[config.mk]
export PLATFORM = sky130hd
export DESIGN_NAME = irq_nest_ctrl
export DESIGN_NICKNAME = d
export VERILOG_FILES = /design/src/rtl/irq_nest_ctrl.sv
export SDC_FILE = /design/constraint.sdc
export NUM_CORES = 1
export LEC_CHECK = 0
export BUFFER_PORTS_ARGS = -buffer_cell sky130_fd_sc_hd__buf_2
export CAP_MARGIN = 10
export CORE_ASPECT_RATIO = 2
export CORE_MARGIN = 2
export CORE_UTILIZATION = 35
export CTS_CLUSTER_SIZE = 20
export DETAILED_ROUTE_END_ITERATION = 8
export GPL_TIMING_DRIVEN = 0
export SLEW_MARGIN = 20
export SYNTH_ARGS = -nofsm -noshare
export SYNTH_HDL_FRONTEND = slang
export SYNTH_SLANG_ARGS = --single-unit
[constraint.sdc]
create_clock -name clk -period 3.95 [get_ports clk]
set_clock_uncertainty 0.1 [all_clocks]
set_input_delay 0.1975 -clock clk [delete_from_list [all_inputs] [get_ports clk]]
set_output_delay 0.1975 -clock clk [all_outputs]
set_load 0.05 [all_outputs]
[src/rtl/irq_nest_ctrl.sv]
// Nested priority interrupt controller: latches request edges, takes the highest
// pending source above the running level, and keeps a return stack for preemption.
module irq_nest_ctrl #(
  parameter int                NSRC       = 3,
  parameter int                XLEN       = 32,
  parameter logic [XLEN-1:0]   VEC_BASE   = 32'h0000_0100,
  parameter int                VEC_STRIDE = 4,
  localparam int               LW         = $clog2(NSRC + 1)
) (
  input  logic            clk,
  input  logic            rst_n,
  input  logic [NSRC-1:0] irq_req,
  input  logic            instr_valid,
  input  logic            uret,
  input  logic [XLEN-1:0] pc_next,
  input  logic            mie_set,
  input  logic            mie_clr,
  output logic            redirect,
  output logic [XLEN-1:0] redirect_pc,
  output logic [NSRC-1:0] pending,
  output logic [LW-1:0]   cur_lvl,
  output logic [LW-1:0]   depth,
  output logic [XLEN-1:0] epc_top,
  output logic            mie
);

  logic [NSRC-1:0] irq_q;
  logic [NSRC-1:0] irq_rise;
  logic [XLEN-1:0] stack_pc  [NSRC];
  logic [LW-1:0]   stack_lvl [NSRC];

  logic [LW-1:0]   cand;
  logic [LW-1:0]   cand_lvl;
  logic [LW-1:0]   top_idx;
  logic [XLEN-1:0] vec_pc;
  logic            stack_busy;
  logic            do_ret;
  logic            do_take;
  logic [NSRC-1:0] take_mask;

  assign irq_rise = irq_req & ~irq_q;

  // Ascending scan so the highest-index pending source ends up as the candidate.
  always_comb begin
    cand = '0;
    for (int i = 0; i < NSRC; i++) begin
      if (pending[i]) cand = LW'(i);
    end
  end

  assign cand_lvl   = cand + LW'(1);
  assign top_idx    = depth - LW'(1);
  assign stack_busy = (depth != '0);
  assign vec_pc     = VEC_BASE + XLEN'(cand) * XLEN'(VEC_STRIDE);
  assign epc_top    = stack_busy ? stack_pc[top_idx] : '0;

  // A return always beats a take; the take is re-evaluated once the level is restored.
  assign do_ret  = instr_valid & uret & stack_busy;
  assign do_take = instr_valid & mie & (|pending) & (cand_lvl > cur_lvl) & ~(uret & stack_busy);

  always_comb begin
    take_mask = '0;
    if (do_take) take_mask[cand] = 1'b1;
  end

  always_comb begin
    redirect    = 1'b0;
    redirect_pc = '0;
    if (do_ret) begin
      redirect    = 1'b1;
      redirect_pc = epc_top;
    end else if (do_take) begin
      redirect    = 1'b1;
      redirect_pc = vec_pc;
    end
  end

  always_ff @(posedge clk or negedge rst_n) begin
    if (!rst_n) begin
      irq_q   <= '0;
      pending <= '0;
      cur_lvl <= '0;
      depth   <= '0;
      mie     <= 1'b0;
      for (int i = 0; i < NSRC; i++) begin
        stack_pc[i]  <= '0;
        stack_lvl[i] <= '0;
      end
    end else begin
      irq_q   <= irq_req;
      // A fresh edge on the source being taken keeps it pending.
      pending <= (pending & ~take_mask) | irq_rise;

      if (mie_clr)      mie <= 1'b0;
      else if (mie_set) mie <= 1'b1;

      if (do_ret) begin
        cur_lvl <= stack_lvl[top_idx];
        depth   <= depth - LW'(1);
      end else if (do_take) begin
        stack_pc[depth]  <= pc_next;
        stack_lvl[depth] <= cur_lvl;
        cur_lvl          <= cand_lvl;
        depth            <= depth + LW'(1);
      end
    end
  end

endmodule

==> run metrics <==
status=completed; post-CTS setup repair buffer count=0; Clock Latency Late Sink=0.41 ns; R2R depth=9; Arr. time, crit path=3.35 ns; ys flop type=dfrtp_1; GR Util All Layers=18.4%; top cell type by total area after synthesis=dfrtp_1; Seq cells post-synth=113; initial antenna violation count=0; Setup TNS=0 ns; 1st-iter DRT viols=161; hold_ws=0.189 ns; top post-synthesis cells by count=dfrtp_1 (113), nor2_1 (96), mux2_4 (90); switching part of the total=42.7%; Avg WL per Cell=18.0 µm; Via-to-Cell Ratio=4.81; final WL=15100 µm; Netlist cell types=35; First-pass DRT Iterations=4; Final Max Slew Viols=0; Ant. Diodes=0; Least-Margin Pin Slew=0.683 ns; final core occ=47.3%; DIE AREA=17500 µm²; crit path launch type=flop; vias in the first global route=4343; first-pass GRT wire length=23900 µm; Mapped Area=5730 µm²; top-level I/O count=114; worst slack at placement=0.346 ns; Tightest Hold Check Type=in2async; crit path from=depth[0]; Die Width=94.5 µm; sequential share of power=26.2%; top post-synthesis cells by area=dfrtp_1 (49%), mux2_4 (24%), nor2_1 (6.3%); Clock transition at path regs=0.05 ns; Max Root-Sink Buffers=2; Static Leak=0.00397 µW; Rows=66; Max Cap Viol=0; largest net degree at the start of global routing=65; Placeable Area=16200 µm²; final setup vio count=0; gp weighted congestion=0.794; Slew headroom=54.5%; Syn Nets=500; H-tree lvl count=4; area grow syn2layout=33.7%; final net count=671; minimum clock period=3.65 ns; post-route ant nets=0; Initial Util=35.4%; Die H=185 µm; reg2reg start=depth[0]; Clock Sinks=113; Yosys warning count=0; final setup margin=0.304 ns; Residual DRC=0; most common cell in the synthesized netlist=dfrtp_1; Power Total=7660 µW; CTS root buf=clkbuf_16; P_int=4390 µW; CTS tree=built; PwrDens=1000 nW/µm²; maximum clock rate=274 MHz; post-synth top area share=49.4%; Syn Inst Count=454; count of flip-flops with a built-in enable after synthesis=0; CP endpoint kind=output port; Max VDD drop=0.000412 V; RSZ-0062 raised after global routing=no; post-synthesis sequential area ratio=49.4%; DPL Wire Length=10700 µm; CTS Buf Count=17; Hold Violations, Final=0; Final period util=92.3%; Combinational Power Share=50.0%; Port Buf Inserts=113; share of cells above drive strength 1=43.2%; fillers=1531; critical path fanouts, max=11; critical path type=reg2out; Via Count=4048; total grt overflow=0; Critical Path RT=3.65 ns; Clk pwr share=23.8%; ys async rst share=100%; average size of a mapped cell=12.6 µm²; Sw Pwr=3270 µW; Worst R2R End=stack_pc[40]; R2R Setup Slk=1.00 ns
[stage by stage]
stage,area (µm²),instances
floorplan,5730,454
global placement,6550,771
detailed placement,6580,772
CTS,7660,841
global route,7660,841
finish,7660,841
[power groups by stage]
stage          Sequential (µW)  Combinational [µW]  Clock [µW]
3_3_place_gp              1970                3770           0
5_1_grt                   2070                4120        1880
4_1_cts                   2000                3870        1850
6_report                  2010                3830        1820
2_1_floorplan             2010                2920           0
3_5_place_dp              2010                3820           0
[logic make-up (layout without fill, tap and decap cells)]
kind of cell | count (synthesis) | count (layout) | synth area share [%]
adders and majority gates | 5 | 5 | 1.09
xor gates and xnor gates | 1 | 1 | 0.153
muxes | 136 | 136 | 31.9
buffers and inverters | 35 | 218 | 3.69
and+or+nand+nor | 114 | 114 | 8.63
AOI/OAI and AO/OA | 50 | 50 | 5.18
DFF | 113 | 113 | 49.4
[registers in the layout (all words and copies together) (netlist names)]
register	cells
depth	2
pending	3
mie	1
stack_pc	96
cur_lvl	2
stack_lvl	6
irq_q	3
[layout make-up]
type                       instances  area [µm²]  share of cell area [%]
multi-input combinational        306        2690                    35.1
clock buffer                      20         457                    5.96
timing repair buffer             152         980                    12.8
sequential                       113        2830                    36.9
tap                              204         255                    3.33
buffer                            29         194                    2.53
inverter                           6        22.5                   0.294
clock inverter                    11         233                    3.04
[metal layers]
metal	part of all wire (%)	vias to the layer above	GRT usage (%)
li1	-	1897	-
met1	40	2030	20.7
met2	54	97	33.3
met3	3.4	24	3.46
met4	2.6	0	8.00
met5	0	-	0
[worst max-delay path by stage]
stage                      end  cells after the start
2_1_floorplan   redirect_pc[8]                      9
3_3_place_gp       epc_top[30]                     10
3_5_place_dp       epc_top[30]                     10
4_1_cts        redirect_pc[24]                      9
5_1_grt        redirect_pc[13]                     10
6_report           epc_top[22]                     10
[cells in the final DEF, fill, tap and decap left out, drive strengths merged]
cell type and n:
a21oi 33, a221o 1, a22o 1, and2 1, buf 132, bufinv 7
clkbuf 31, clkinv 4, clkinvlp 1, dfrtp 113, dlygate4sd3 38, ha 5
inv 5, mux2 103, mux2i 33, nand2 5, nand3 3, nand3b 1
nand4 1, nor2 97, nor2b 3, o2111a 1, o2111ai 1, o211a 1
o211ai 3, o21ai 8, o221a 1, or2 1, or2b 1, or3 1
xnor2 1
[worst max-delay path: stages (launching register included)]
cell	delay (ns)
dfrtp_1	0.43
clkinv_1	0.31
clkbuf_2	0.34
ha_1	0.34
buf_2	0.26
nor2b_1	0.16
buf_2	0.20
clkbuf_2	0.31
a21oi_1	0.18
nor2_1	0.12
buf_2	0.28
[what timing repair did]
item,4_1_cts,5_1_grt
hold buffers,38,0
gates resized for setup,2,4
setup endpoints to repair,40,34
endpoints found under the hold margin,152,0
Note: power is estimated with default switching activity, not from simulation.
